--- config.mk ---
export PLATFORM = sky130hd
export DESIGN_NAME = ahb3lite_simple_master_flat
export DESIGN_NICKNAME = d
export VERILOG_FILES = /design/src/rtl/ahb3lite_pkg.sv /design/src/rtl/ahb3lite_simple_master_if.sv /design/src/rtl/ahb3lite_simple_master.sv /design/src/flat_wrapper.sv
export SDC_FILE = /design/constraint.sdc
export NUM_CORES = 1
export LEC_CHECK = 0
export BUFFER_PORTS_ARGS = -buffer_cell sky130_fd_sc_hd__buf_2
export CAP_MARGIN = 20
export CORE_MARGIN = 4
export CORE_UTILIZATION = 47
export DETAILED_ROUTE_END_ITERATION = 10
export GPL_ROUTABILITY_DRIVEN = 0
export PLACE_DENSITY = 0.79
export SYNTH_ARGS = -nofsm -noshare
export SYNTH_HDL_FRONTEND = slang
export SYNTH_SLANG_ARGS = --single-unit
--- constraint.sdc ---
create_clock -name HCLK -period 5.7 [get_ports HCLK]
set_clock_uncertainty 0.1 [all_clocks]
set_input_delay 1.14 -clock HCLK [delete_from_list [all_inputs] [get_ports HCLK]]
set_output_delay 1.14 -clock HCLK [all_outputs]
set_load 0.02 [all_outputs]
--- src/rtl/ahb3lite_pkg.sv ---
// ---------------------------------------------------------------------------
// ahb3lite_pkg
// Shared AHB3-Lite encodings used by in-house bus agents.
// Contents: HTRANS, HBURST, HSIZE and HRESP constants.
// ---------------------------------------------------------------------------
package ahb3lite_pkg;

    localparam logic [1:0] HTRANS_IDLE   = 2'b00;
    localparam logic [1:0] HTRANS_NONSEQ = 2'b10;

    localparam logic [2:0] HBURST_SINGLE = 3'b000;

    localparam logic [2:0] HSIZE_BYTE  = 3'b000;
    localparam logic [2:0] HSIZE_HWORD = 3'b001;
    localparam logic [2:0] HSIZE_WORD  = 3'b010;

    localparam logic HRESP_OKAY  = 1'b0;
    localparam logic HRESP_ERROR = 1'b1;

endpackage

--- src/rtl/ahb3lite_simple_master_if.sv ---
// ---------------------------------------------------------------------------
// ahb3lite_simple_master_if
// Bundles the command/response stream and the AHB3-Lite bus of the simple
// initiator.
//   master modport : the initiator's view (drives cmd_ready, rsp_*, H* outputs)
//   slave modport  : the environment's view (drives cmd_*, HRDATA/HREADY/HRESP)
// ---------------------------------------------------------------------------
interface ahb3lite_simple_master_if #(
    parameter int HADDR_SIZE = 32,
    parameter int HDATA_SIZE = 32
);
    // command stream
    logic                  cmd_valid;
    logic                  cmd_ready;
    logic                  cmd_we;
    logic [HADDR_SIZE-1:0] cmd_addr;
    logic [2:0]            cmd_size;
    logic [HDATA_SIZE-1:0] cmd_wdata;

    // response stream
    logic                  rsp_valid;
    logic [HDATA_SIZE-1:0] rsp_rdata;
    logic                  rsp_err;

    // AHB3-Lite bus
    logic [HADDR_SIZE-1:0] HADDR;
    logic                  HWRITE;
    logic [2:0]            HSIZE;
    logic [2:0]            HBURST;
    logic [3:0]            HPROT;
    logic [1:0]            HTRANS;
    logic                  HMASTLOCK;
    logic [HDATA_SIZE-1:0] HWDATA;
    logic [HDATA_SIZE-1:0] HRDATA;
    logic                  HREADY;
    logic                  HRESP;

    modport master (
        input  cmd_valid, cmd_we, cmd_addr, cmd_size, cmd_wdata,
        output cmd_ready,
        output rsp_valid, rsp_rdata, rsp_err,
        output HADDR, HWRITE, HSIZE, HBURST, HPROT, HTRANS, HMASTLOCK, HWDATA,
        input  HRDATA, HREADY, HRESP
    );

    modport slave (
        output cmd_valid, cmd_we, cmd_addr, cmd_size, cmd_wdata,
        input  cmd_ready,
        input  rsp_valid, rsp_rdata, rsp_err,
        input  HADDR, HWRITE, HSIZE, HBURST, HPROT, HTRANS, HMASTLOCK, HWDATA,
        output HRDATA, HREADY, HRESP
    );

endinterface

--- src/rtl/ahb3lite_simple_master.sv ---
// ---------------------------------------------------------------------------
// ahb3lite_simple_master
// Turns a valid/ready command stream into single NONSEQ AHB3-Lite transfers
// with address/data pipelining, wait-state support and two-cycle ERROR
// handling. One in-order response is returned per accepted command.
// Ports:
//   HCLK   : clock, rising edge
//   HRESET : asynchronous active-high reset
//   bus    : ahb3lite_simple_master_if.master (command, response, AHB bus)
// ---------------------------------------------------------------------------
module ahb3lite_simple_master
    import ahb3lite_pkg::*;
#(
    parameter int         HADDR_SIZE = 32,
    parameter int         HDATA_SIZE = 32,
    parameter logic [3:0] HPROT_VAL  = 4'b0011
) (
    input  logic                      HCLK,
    input  logic                      HRESET,
    ahb3lite_simple_master_if.master  bus
);

    // address-phase stage
    logic                  a_vld_q,   a_vld_d;
    logic                  a_we_q,    a_we_d;
    logic [HADDR_SIZE-1:0] a_addr_q,  a_addr_d;
    logic [2:0]            a_size_q,  a_size_d;
    logic [HDATA_SIZE-1:0] a_wdata_q, a_wdata_d;

    // data-phase stage
    logic                  d_vld_q,   d_vld_d;
    logic                  d_we_q,    d_we_d;
    logic [HDATA_SIZE-1:0] hwdata_q,  hwdata_d;

    // set between the two ERROR cycles to force HTRANS to IDLE
    logic                  kill_q,    kill_d;

    // response
    logic                  rsp_valid_q, rsp_valid_d;
    logic                  rsp_err_q,   rsp_err_d;
    logic [HDATA_SIZE-1:0] rsp_rdata_q, rsp_rdata_d;

    logic cmd_ready;
    logic accept;
    logic a_done;
    logic d_done;

    // Handshake and phase-completion terms. A new command may enter only when
    // the address stage is empty or is handing over this cycle; a killed
    // address phase holds its command until the error sequence finishes.
    always_comb begin
        a_done    = a_vld_q & ~kill_q & bus.HREADY;
        d_done    = d_vld_q & bus.HREADY;
        cmd_ready = ~HRESET & ~kill_q & (~a_vld_q | bus.HREADY);
        accept    = bus.cmd_valid & cmd_ready;
    end

    // Next-state logic for both pipeline stages, the kill flag and the
    // response registers.
    always_comb begin
        a_vld_d     = a_vld_q;
        a_we_d      = a_we_q;
        a_addr_d    = a_addr_q;
        a_size_d    = a_size_q;
        a_wdata_d   = a_wdata_q;
        d_vld_d     = d_vld_q;
        d_we_d      = d_we_q;
        hwdata_d    = hwdata_q;
        kill_d      = kill_q;
        rsp_valid_d = d_done;
        rsp_err_d   = d_done & (bus.HRESP == HRESP_ERROR);
        rsp_rdata_d = (d_done & ~d_we_q) ? bus.HRDATA : '0;

        if (accept) begin
            a_vld_d   = 1'b1;
            a_we_d    = bus.cmd_we;
            a_addr_d  = bus.cmd_addr;
            a_size_d  = bus.cmd_size;
            a_wdata_d = bus.cmd_wdata;
        end else if (a_done) begin
            a_vld_d   = 1'b0;
        end

        if (a_done) begin
            d_vld_d  = 1'b1;
            d_we_d   = a_we_q;
            hwdata_d = a_wdata_q;
        end else if (d_done) begin
            d_vld_d  = 1'b0;
        end

        // First ERROR cycle (HREADY low) raises kill; the closing HREADY
        // cycle of the error response drops it again.
        if (d_vld_q & (bus.HRESP == HRESP_ERROR) & ~bus.HREADY) begin
            kill_d = 1'b1;
        end else if (kill_q & bus.HREADY) begin
            kill_d = 1'b0;
        end
    end

    always_ff @(posedge HCLK or posedge HRESET) begin
        if (HRESET) begin
            a_vld_q     <= 1'b0;
            a_we_q      <= 1'b0;
            a_addr_q    <= '0;
            a_size_q    <= '0;
            a_wdata_q   <= '0;
            d_vld_q     <= 1'b0;
            d_we_q      <= 1'b0;
            hwdata_q    <= '0;
            kill_q      <= 1'b0;
            rsp_valid_q <= 1'b0;
            rsp_err_q   <= 1'b0;
            rsp_rdata_q <= '0;
        end else begin
            a_vld_q     <= a_vld_d;
            a_we_q      <= a_we_d;
            a_addr_q    <= a_addr_d;
            a_size_q    <= a_size_d;
            a_wdata_q   <= a_wdata_d;
            d_vld_q     <= d_vld_d;
            d_we_q      <= d_we_d;
            hwdata_q    <= hwdata_d;
            kill_q      <= kill_d;
            rsp_valid_q <= rsp_valid_d;
            rsp_err_q   <= rsp_err_d;
            rsp_rdata_q <= rsp_rdata_d;
        end
    end

    // Bus outputs straight from the stage registers; HTRANS is a pure
    // function of two flops so reset idles the bus immediately.
    assign bus.HTRANS    = (a_vld_q & ~kill_q) ? HTRANS_NONSEQ : HTRANS_IDLE;
    assign bus.HADDR     = a_addr_q;
    assign bus.HWRITE    = a_we_q;
    assign bus.HSIZE     = a_size_q;
    assign bus.HWDATA    = hwdata_q;
    assign bus.HBURST    = HBURST_SINGLE;
    assign bus.HPROT     = HPROT_VAL;
    assign bus.HMASTLOCK = 1'b0;

    assign bus.cmd_ready = cmd_ready;
    assign bus.rsp_valid = rsp_valid_q;
    assign bus.rsp_err   = rsp_err_q;
    assign bus.rsp_rdata = rsp_rdata_q;

endmodule

--- src/flat_wrapper.sv ---
// flat-port wrapper written by rule: the top's interface ports become plain ports
module ahb3lite_simple_master_flat import ahb3lite_pkg::*;
#(
    parameter int         HADDR_SIZE = 32,
    parameter int         HDATA_SIZE = 32,
    parameter logic [3:0] HPROT_VAL  = 4'b0011
)
  (HCLK, HRESET, bus_cmd_valid, bus_cmd_we, bus_cmd_addr, bus_cmd_size, bus_cmd_wdata, bus_cmd_ready, bus_rsp_valid, bus_rsp_rdata, bus_rsp_err, bus_HADDR, bus_HWRITE, bus_HSIZE, bus_HBURST, bus_HPROT, bus_HTRANS, bus_HMASTLOCK, bus_HWDATA, bus_HRDATA, bus_HREADY, bus_HRESP);
  ahb3lite_simple_master_if #(.HADDR_SIZE(HADDR_SIZE), .HDATA_SIZE(HDATA_SIZE)) bus_i ();
  input  logic HCLK;
  input  logic HRESET;
  input wire logic [$bits(bus_i.cmd_valid)-1:0] bus_cmd_valid;
  input wire logic [$bits(bus_i.cmd_we)-1:0] bus_cmd_we;
  input wire logic [$bits(bus_i.cmd_addr)-1:0] bus_cmd_addr;
  input wire logic [$bits(bus_i.cmd_size)-1:0] bus_cmd_size;
  input wire logic [$bits(bus_i.cmd_wdata)-1:0] bus_cmd_wdata;
  output wire logic [$bits(bus_i.cmd_ready)-1:0] bus_cmd_ready;
  output wire logic [$bits(bus_i.rsp_valid)-1:0] bus_rsp_valid;
  output wire logic [$bits(bus_i.rsp_rdata)-1:0] bus_rsp_rdata;
  output wire logic [$bits(bus_i.rsp_err)-1:0] bus_rsp_err;
  output wire logic [$bits(bus_i.HADDR)-1:0] bus_HADDR;
  output wire logic [$bits(bus_i.HWRITE)-1:0] bus_HWRITE;
  output wire logic [$bits(bus_i.HSIZE)-1:0] bus_HSIZE;
  output wire logic [$bits(bus_i.HBURST)-1:0] bus_HBURST;
  output wire logic [$bits(bus_i.HPROT)-1:0] bus_HPROT;
  output wire logic [$bits(bus_i.HTRANS)-1:0] bus_HTRANS;
  output wire logic [$bits(bus_i.HMASTLOCK)-1:0] bus_HMASTLOCK;
  output wire logic [$bits(bus_i.HWDATA)-1:0] bus_HWDATA;
  input wire logic [$bits(bus_i.HRDATA)-1:0] bus_HRDATA;
  input wire logic [$bits(bus_i.HREADY)-1:0] bus_HREADY;
  input wire logic [$bits(bus_i.HRESP)-1:0] bus_HRESP;
  assign bus_i.cmd_valid = bus_cmd_valid;
  assign bus_i.cmd_we = bus_cmd_we;
  assign bus_i.cmd_addr = bus_cmd_addr;
  assign bus_i.cmd_size = bus_cmd_size;
  assign bus_i.cmd_wdata = bus_cmd_wdata;
  assign bus_cmd_ready = bus_i.cmd_ready;
  assign bus_rsp_valid = bus_i.rsp_valid;
  assign bus_rsp_rdata = bus_i.rsp_rdata;
  assign bus_rsp_err = bus_i.rsp_err;
  assign bus_HADDR = bus_i.HADDR;
  assign bus_HWRITE = bus_i.HWRITE;
  assign bus_HSIZE = bus_i.HSIZE;
  assign bus_HBURST = bus_i.HBURST;
  assign bus_HPROT = bus_i.HPROT;
  assign bus_HTRANS = bus_i.HTRANS;
  assign bus_HMASTLOCK = bus_i.HMASTLOCK;
  assign bus_HWDATA = bus_i.HWDATA;
  assign bus_i.HRDATA = bus_HRDATA;
  assign bus_i.HREADY = bus_HREADY;
  assign bus_i.HRESP = bus_HRESP;
  ahb3lite_simple_master #(.HADDR_SIZE(HADDR_SIZE), .HDATA_SIZE(HDATA_SIZE), .HPROT_VAL(HPROT_VAL)) u_core (.HCLK(HCLK), .HRESET(HRESET), .bus(bus_i));
endmodule
==> out/metrics.yaml, run 1 <==
run_status:
  status: "complete, no violations"
final_layout:
  nNetsFinal: 632
  layout-drive-gt1-share: 0.630
  utilization: 0.660
  synthToLayoutAreaGrowth_pct: 36.0
  antennaDiodeCount: 0
setup_path:
  required_ns: 4.46
  critPathMaxFanout: 5
  crit_arrival_ns: 1.78
  regToRegStartpoint: "u_core.a_vld_q$_DFFE_PP0P_"
  regToRegSetupSlack_ns: 3.53
  reg2regPathDepth: 4
  endpoint_kind: "primary output"
  crit_type: "input port to primary output"
  cp-start-kind: "input port"
  regToRegEndpoint: "u_core.bus.HWDATA[24]$_DFFE_PP0P_"
floorplanning:
  die_w_microns: 111
  die_area_sq_um: 12400
  start_util: 0.485
  coreArea_sq_um: 10400
  ios: 218
  fp-row-count: 37
  die_h_microns: 111
power_and_ir_drop:
  ir_drop_v: 0.000216
  total_power_mw: 3.82
  p_per_area_nw_per_um2: 558
  leakage_nw: 3.47
grt:
  grt_pass1_vias: 3577
  grt.total_usage: 0.180
  grt-ovfl-total: 0
  antenna_found_initial: 0
  grt_max_degree: 94
  grt_pass1_wl_microns: 17800
sta:
  setup-tns-final_ns: 0
  rsz0062_at_grt: "no"
  timing.final.ws_setup_ns: 2.68
  clock.fmax_mhz: 331
  tightest_slew_ns: 0.799
  setup-violations-final: 0
  min_period_ns: 3.02
  min_period_over_period: 0.530
  slew_violations: 0
  hold_viol: 0
  max-slew-margin-rel: 0.467
run:
  drv_cap: 0
route:
  drt-initial-drc-count: 86
  final_antenna_net_count: 0
  vias: 3179
  dr.pass1.iters: 4
  wl_per_cell_microns: 16.0
  drc: 0
  routed_wl_microns: 10800
  via_per_inst: 4.70
placement:
  hpwl_microns: 7840
  port_buffers: 208
  dp_worst_setup_slack_ns: 2.69
clocking:
  clk_path_buf_depth: 2
  root_buffer: "clkbuf_8"
  ctsResizeCount: 0
  cts_setup_buffers: 0
  cts_tree: "done"
  cts_hold_buf: 0
  cts_sinks: 138
  clk_latency_ns: 0.50
  cts_buffers: 17
  h-tree-depth: 4
  clk_pin_slew_ns: 0.06
logic_synthesis:
  synthesis.area_sq_um: 5030
  synthTopCellsByArea: "dfrtp_1 69%, mux2_2 21%, and2_1 4.0%"
  ys_seq_area_frac: 0.687
  ys_types: 20
  synth_cells: 310
  synth.largest_area_cell: "dfrtp_1"
  ys_ff_latch: 138
  yosys_warnings: 0
  avgSynthCellArea_sq_um: 16.2
  synth.top_cell.area_share: 0.687
hold_path:
  hold-path-cell-count: 1
  hold_end: "u_core.a_wdata_q[16]$_DFFE_PP0P_"
  min_from: "u_core.a_wdata_q[16]$_DFFE_PP0P_"
  min-delay-path-class: "flop to flop"
## state kept, by name, indices dropped and copies added, names as in the netlist
signal / flops
u_core.a_vld_q: 1
u_core.a_wdata_q: 32
u_core.bus.HADDR: 32
u_core.bus.HSIZE: 3
u_core.bus.HWDATA: 32
u_core.bus.HWRITE: 1
u_core.bus.rsp_err: 1
u_core.bus.rsp_rdata: 32
u_core.bus.rsp_valid: 1
u_core.d_vld_q: 1
u_core.d_we_q: 1
u_core.kill_q: 1
## layout by cell type, fill, tap and decap left out
cell type / netlist / routed
clkinv_4: 0 / 2
inv_2: 1 / 1
clkinv_2: 0 / 4
mux2_1: 9 / 9
inv_1: 3 / 2
buf_4: 11 / 3
nor3_2: 0 / 1
o21ai_0: 1 / 1
a2111oi_4: 1 / 1
and3_1: 1 / 1
mux2_2: 92 / 92
clkbuf_8: 0 / 3
clkinvlp_4: 0 / 1
and2_1: 32 / 32
buf_8: 0 / 1
buf_2: 8 / 208
a21oi_1: 1 / 1
inv_6: 0 / 1
nor2b_1: 1 / 1
a21o_1: 1 / 1
nand2_1: 1 / 1
a211oi_1: 1 / 1
buf_12: 0 / 1
dfrtp_1: 138 / 138
nor2_1: 2 / 2
clkbuf_16: 0 / 16
bufinv_16: 0 / 5
clkbuf_1: 3 / 1
conb_1: 2 / 9
## worst max path at each step
| stage | from | end | slack [ns] | cells past startpoint |
|---|---|---|---|---|
| final | bus_HREADY | bus_cmd_ready | 2.68 | 4 |
| after global routing | bus_HREADY | bus_cmd_ready | 2.67 | 4 |
| after CTS | bus_HREADY | bus_cmd_ready | 2.69 | 4 |
| after detailed placement | bus_HREADY | bus_cmd_ready | 2.69 | 4 |
| after global placement | bus_HREADY | u_core.bus.HADDR[5]$_DFFE_PP0P_ | 2.34 | 5 |
| after floorplan | HRESET | u_core.a_vld_q$_DFFE_PP0P_ | 0.76 | 1 |
## cell families (layout without fill, tap and decap cells)
group | count (synthesis) | in the layout | share of synthesized area
muxes | 101 | 101 | 0.226
DFF | 138 | 138 | 0.687
AOI/OAI and AO/OA | 5 | 5 | 0.0105
buffers and inverters | 26 | 249 | 0.0296
other | 2 | 9 | 0.00149
and+or+nand+nor | 38 | 38 | 0.0455
## layer usage
metal	vias up	wire (microns)	global-route usage
met3	17	840	0.0663
met5	-	0	0
met4	0	167	0.0641
met1	1557	4280	0.214
met2	137	5540	0.303
li1	1468	-	-
## per-stage QoR
step,hold WS (ns),instances,instance area (sq um)
floorplan,0.354,317,5050
global placement,0.362,643,6180
detailed placement,0.375,644,6200
CTS,0.388,676,6840
global route,0.409,676,6840
finish,0.389,676,6840
## cell type report
cell class,instances,area [sq um]
inverters,4,20.0
well taps,136,170
fillers,769,3530
multi-input cells,153,1460
repair buffers,213,1100
flip-flops and latches,138,3450
clock buffers,20,445
clock inverters,12,195
## Yosys cell counts
cell and instances:
nor2b_1 1, a2111oi_4 1, conb_1 2, and2_1 32, a211oi_1 1, and3_1 1, a21oi_1 1, buf_4 11
mux2_2 92, nand2_1 1, nor3_1 1, mux2_1 9, o21ai_0 1, nor2_1 2, a21o_1 1, buf_2 8
inv_2 1, inv_1 3, dfrtp_1 138, clkbuf_1 3
## worst max-delay path, stage by stage
cell and delay, ns:
buf_2 0.13, inv_2 0.07, a211oi_1 0.22, buf_2 0.22
## report_power, final
group	switching (mW)	total, mW	leakage (nW)	internal, mW
combinational	0.634	1.14	1.47	0.506
clock	0.394	1.17	0.315	0.776
sequential	0.170	1.51	1.69	1.34
Note: power is estimated with default switching activity, not from simulation.
==> inputs of run 2 (changes only) <==
==> constraint.sdc (replaced) <==
create_clock -name HCLK -period 2.9 [get_ports HCLK]
set_clock_uncertainty 0.1 [all_clocks]
set_input_delay 0.58 -clock HCLK [delete_from_list [all_inputs] [get_ports HCLK]]
set_output_delay 0.58 -clock HCLK [all_outputs]
set_load 0.02 [all_outputs]
==> out/metrics.yaml, run 2 (synthesized netlist as in run 1, its figures left out) <==
run_status:
  status: "complete, no violations"
route:
  routed_wl_microns: 11200
  drt-initial-drc-count: 66
  vias: 3198
  final_antenna_net_count: 0
  dr.pass1.iters: 4
  drc: 0
  via_per_inst: 4.72
  wl_per_cell_microns: 16.4
sta:
  hold_viol: 0
  setup-tns-final_ns: 0
  rsz0062_at_grt: "no"
  max-slew-margin-rel: 0.643
  tightest_slew_ns: 0.536
  setup-violations-final: 0
  min_period_ns: 2.08
  min_period_over_period: 0.719
  clock.fmax_mhz: 480
  slew_violations: 0
  hold_slack_ns: 0.139
clocking:
  clk_pin_slew_ns: 0.06
  h-tree-depth: 4
  root_buffer: "clkbuf_8"
  cts_tree: "done"
  clk_latency_ns: 0.50
  cts_sinks: 138
  cts_buffers: 17
  cts_setup_buffers: 0
  clk_path_buf_depth: 2
  cts_hold_buf: 0
  ctsResizeCount: 0
placement:
  port_buffers: 208
  hpwl_microns: 8000
  dp.cells: 646
grt:
  grt_pass1_wl_microns: 18500
  grt_max_degree: 100
  grt_pass1_vias: 3745
  antenna_found_initial: 0
  grt.total_usage: 0.189
  grt-ovfl-total: 0
setup_path:
  crit_type: "flop to primary output"
  required_ns: 2.22
  critPathMaxFanout: 4
  crit_arrival_ns: 1.40
  reg2regPathDepth: 3
  cp-start-kind: "flop"
  endpoint_kind: "primary output"
final_layout:
  layout-drive-gt1-share: 0.631
  n_fill_cell: 794
  final_common_cell: "buf_2"
  synthToLayoutAreaGrowth_pct: 36.3
  final_cell_mix: "208 x buf_2, 138 x dfrtp_1, 92 x mux2_2, 32 x and2_1, 16 x clkbuf_16"
  antennaDiodeCount: 0
  nNetsFinal: 634
  finalNonFillerCells: 678
run:
  drv_cap: 0
power_and_ir_drop:
  swShare: 0.317
  p_seq_frac: 0.397
  pwr-share-comb: 0.301
  p_switching_mw: 2.37
  internal_power_mw: 5.11
  pwr-share-clk: 0.301
  ir_drop_v: 0.000463
  leakage_nw: 3.46
  p_per_area_nw_per_um2: 1090
floorplanning:
  die_area_sq_um: 12400
  start_util: 0.485
  ios: 218
  coreArea_sq_um: 10400
  fp-row-count: 37
  die_w_microns: 111
  die_h_microns: 111
hold_path:
  min-delay-path-class: "input port to asynchronous set/reset pin"
==> run 2: cell types whose count changed in the layout (fill, tap and decap cells not counted) <==
| cell | delta |
|---|---|
| clkinv_2 | -3 |
| clkinv_4 | -1 |
| buf_12 | +1 |
| clkinvlp_4 | +4 |
| buf_8 | -1 |
| buf_4 | +2 |
| clkbuf_8 | +2 |
| inv_6 | -1 |
| bufinv_16 | -1 |
==> run 2: metrics by stage <==
step / instance area [sq um] / total power, mW / utilization / setup slack, ns
2_1_floorplan: 5060 / 4.44 / - / 0.499
3_3_place_gp: 6220 / 5.16 / 0.600 / 0.832
3_5_place_dp: 6220 / 5.29 / 0.600 / 0.760
4_1_cts: 6860 / 7.60 / 0.661 / 0.769
5_1_grt: 6860 / 7.91 / 0.661 / 0.744
6_report: 6860 / 7.49 / 0.661 / 0.816
==> run 2: cell type report <==
class / count / area, sq um / share of cell area
Tap cell: 136 / 170 / 0.0248
Clock buffer: 22 / 473 / 0.0690
Multi-Input combinational cell: 153 / 1460 / 0.213
Timing Repair Buffer: 215 / 1120 / 0.163
Inverter: 4 / 18.8 / 0.00274
Sequential cell: 138 / 3450 / 0.504
Clock inverter: 10 / 164 / 0.0239
==> run 2: layer usage <==
| layer | global-route usage | part of all wire | up-vias |
|---|---|---|---|
| met2 | 0.335 | 0.54 | 138 |
| met5 | 0 | 0 | - |
| met3 | 0.0663 | 0.080 | 10 |
| met1 | 0.210 | 0.37 | 1580 |
| li1 | - | - | 1470 |
| met4 | 0.0689 | 0.012 | 0 |
==> run 2: worst paths after layout <==
| kind | startpoint | to | slack [ns] |
|---|---|---|---|
| hold reg to reg | u_core.a_wdata_q[19]$_DFFE_PP0P_ | u_core.a_wdata_q[19]$_DFFE_PP0P_ | 0.39 |
| setup reg to reg | u_core.a_vld_q$_DFFE_PP0P_ | u_core.bus.HADDR[6]$_DFFE_PP0P_ | 1.05 |
| setup / recovery | u_core.a_vld_q$_DFFE_PP0P_ | bus_cmd_ready | 0.82 |
| hold / removal | HRESET | u_core.kill_q$_DFFE_PP0P_ | 0.14 |
| min in group HCLK | bus_HRDATA[27] | u_core.bus.rsp_rdata[27]$_DFF_PP0_ | 0.18 |
| max in group asynchronous | HRESET | u_core.bus.HADDR[7]$_DFFE_PP0P_ | 2.12 |
==> run 2: worst max-delay path: stages, from the launching register on <==
cell and delay (ns):
dfrtp_1 0.43, a211oi_1 0.25, buf_2 0.22
==> run 2: power by group through the flow <==
stage | Combinational [mW] | Sequential (mW) | Clock, mW
4_1_cts | 2.30 | 2.99 | 2.31
2_1_floorplan | 0.873 | 3.56 | 0
6_report | 2.26 | 2.97 | 2.26
5_1_grt | 2.43 | 3.07 | 2.41
3_3_place_gp | 2.21 | 2.95 | 0
3_5_place_dp | 2.29 | 3.00 | 0
==> inputs of run 3 (changes only) <==
--- a/config.mk
+++ b/config.mk
@@ -8,10 +8,10 @@
 export BUFFER_PORTS_ARGS = -buffer_cell sky130_fd_sc_hd__buf_2
 export CAP_MARGIN = 20
 export CORE_MARGIN = 4
-export CORE_UTILIZATION = 47
+export CORE_UTILIZATION = 43
 export DETAILED_ROUTE_END_ITERATION = 10
 export GPL_ROUTABILITY_DRIVEN = 0
-export PLACE_DENSITY = 0.79
+export PLACE_DENSITY = 0.76
 export SYNTH_ARGS = -nofsm -noshare
 export SYNTH_HDL_FRONTEND = slang
 export SYNTH_SLANG_ARGS = --single-unit
==> constraint.sdc (replaced) <==
create_clock -name HCLK -period 1.8 [get_ports HCLK]
set_clock_uncertainty 0.1 [all_clocks]
set_input_delay 0.36 -clock HCLK [delete_from_list [all_inputs] [get_ports HCLK]]
set_output_delay 0.36 -clock HCLK [all_outputs]
set_load 0.02 [all_outputs]
==> out/metrics.yaml, run 3 (synthesized netlist as in run 1, its figures left out) <==
setup_path:
  regToRegEndpoint: "u_core.bus.HADDR[1]$_DFFE_PP0P_"
  crit_type: "flop to flop"
  endpoint_kind: "flop"
  cp-start-kind: "flop"
  reg2regPathDepth: 5
  regToRegSetupSlack_ns: -0.01
  crit_arrival_ns: 2.01
  regToRegStartpoint: "u_core.a_vld_q$_DFFE_PP0P_"
  critPathMaxFanout: 14
  required_ns: 1.99
power_and_ir_drop:
  pwr-share-clk: 0.293
  p_seq_frac: 0.380
  ir_drop_v: 0.00104
  swShare: 0.310
  p_per_area_nw_per_um2: 1730
  pwr-share-comb: 0.327
  internal_power_mw: 8.75
  p_switching_mw: 3.94
  total_power_mw: 12.7
  leakage_nw: 3.79
sta:
  timing.final.ws_setup_ns: -0.0119
  setup-violations-final: 6
  hold_viol: 0
  min_period_ns: 1.81
  rsz0062_at_grt: "yes"
  slew_violations: 0
  min_period_over_period: 1.01
  clock.fmax_mhz: 552
route:
  dr.pass1.iters: 4
  via_per_inst: 4.70
  drt-initial-drc-count: 176
  routed_wl_microns: 11600
  final_antenna_net_count: 0
  wl_per_cell_microns: 16.5
  drc: 0
  vias: 3305
run:
  drv_cap: 0
clocking:
  cts_buffers: 17
  clk_pin_slew_ns: 0.06
  h-tree-depth: 4
  clk_latency_ns: 0.41
  clk_path_buf_depth: 2
  cts_sinks: 138
  cts_tree: "done"
  root_buffer: "clkbuf_16"
placement:
  hpwl_microns: 8330
  post_dp_cell_area_sq_um: 6380
  port_buffers: 208
final_layout:
  antennaDiodeCount: 0
  layout-drive-gt1-share: 0.657
  final_common_cell: "buf_2"
  utilization: 0.643
  synthToLayoutAreaGrowth_pct: 45.9
  nNetsFinal: 652
  final_cell_mix: "206 x buf_2, 138 x dfrtp_1, 52 x mux2_4, 45 x mux2_2, 32 x and2_1"
  n_fill_cell: 841
  final_design_area_no_fill_sq_um: 7340
hold_path:
  hold-path-cell-count: 2
  min-delay-path-class: "input port to flop"
  hold_end: "u_core.bus.rsp_rdata[0]$_DFF_PP0_"
  min_from: "bus_HRDATA[0]"
floorplanning:
  fp-row-count: 39
  die_w_microns: 116
  die_area_sq_um: 13500
  ios: 218
  die_h_microns: 116
  coreArea_sq_um: 11400
  start_util: 0.440
grt:
  grt_pass1_vias: 3578
  grt_pass1_wl_microns: 17700
  grt_max_degree: 60
  grt-ovfl-total: 0
  antenna_found_initial: 0
  grt.total_usage: 0.174
run_status:
  status: "finished, violations left"
  violations: "setup timing"
run 3: metal layers:
metal  GRT usage  wire (microns)  vias up
li1            -               -     1505
met1       0.207            4550     1639
met2       0.277            5740      139
met3      0.0731            1040       22
met4      0.0797             287        0
met5           0               0        -
run 3: layout make-up:
cell class                      instances  area [sq um]  area share
Sequential cell                       138          3450       0.471
Multi-Input combinational cell        153          1670       0.227
Timing Repair Buffer                  233          1370       0.187
Clock buffer                           21           480      0.0655
Tap cell                              143           179      0.0244
Clock inverter                         11           166      0.0227
Inverter                                4          18.8     0.00256
run 3: worst max-delay path by stage:
| stage | start | cells after the start | slack [ns] | endpoint |
|---|---|---|---|---|
| global placement | HRESET | 5 | 0.02 | u_core.bus.HADDR[9]$_DFFE_PP0P_ |
| detailed placement | HRESET | 5 | -0.02 | u_core.bus.HADDR[3]$_DFFE_PP0P_ |
| global route | u_core.a_vld_q$_DFFE_PP0P_ | 3 | -0.06 | bus_cmd_ready |
| finish | u_core.a_vld_q$_DFFE_PP0P_ | 5 | -0.01 | u_core.bus.HADDR[1]$_DFFE_PP0P_ |
| CTS | u_core.a_vld_q$_DFFE_PP0P_ | 3 | -0.03 | bus_cmd_ready |
| floorplan | HRESET | 1 | -0.38 | u_core.a_vld_q$_DFFE_PP0P_ |
run 3: stage by stage:
step | hold WS, ns | setup slack, ns | setup TNS, ns | cells
after CTS | 0.0286 | -0.0335 | -0.0335 | 698
after global placement | 0.365 | 0.0160 | 0 | 665
after detailed placement | 0.375 | -0.0177 | -0.335 | 665
final | 0.0516 | -0.0119 | -0.0352 | 703
after floorplan | 0.326 | -0.381 | -52.59 | 317
after global routing | 0.0368 | -0.0558 | -1.07 | 703
run 3: worst max-delay path: stages, from the launching register on:
cell and delay [ns]:
dfrtp_1 0.42, a2111oi_4 0.35, buf_4 0.19, buf_12 0.13, buf_12 0.16, mux2_2 0.34
run 3: timing repair:
action                                 in CTS  in global routing
setup endpoints to repair                   2                  6
gates cloned                                0                  2
gates resized for setup                     6                 55
pin swaps                                   2                  1
hold buffers                                0                  0
buffers inserted                            1                  3
endpoints found under the hold margin       0                  0
run 3: power groups by stage:
stage               Combinational, mW  Sequential [mW]  Clock (mW)
global placement                 3.67             4.77           0
detailed placement               3.78             4.83           0
floorplan                        1.41             5.74           0
global route                     4.46             4.96        3.94
finish                           4.15             4.81        3.72
CTS                              3.84             4.79        3.80
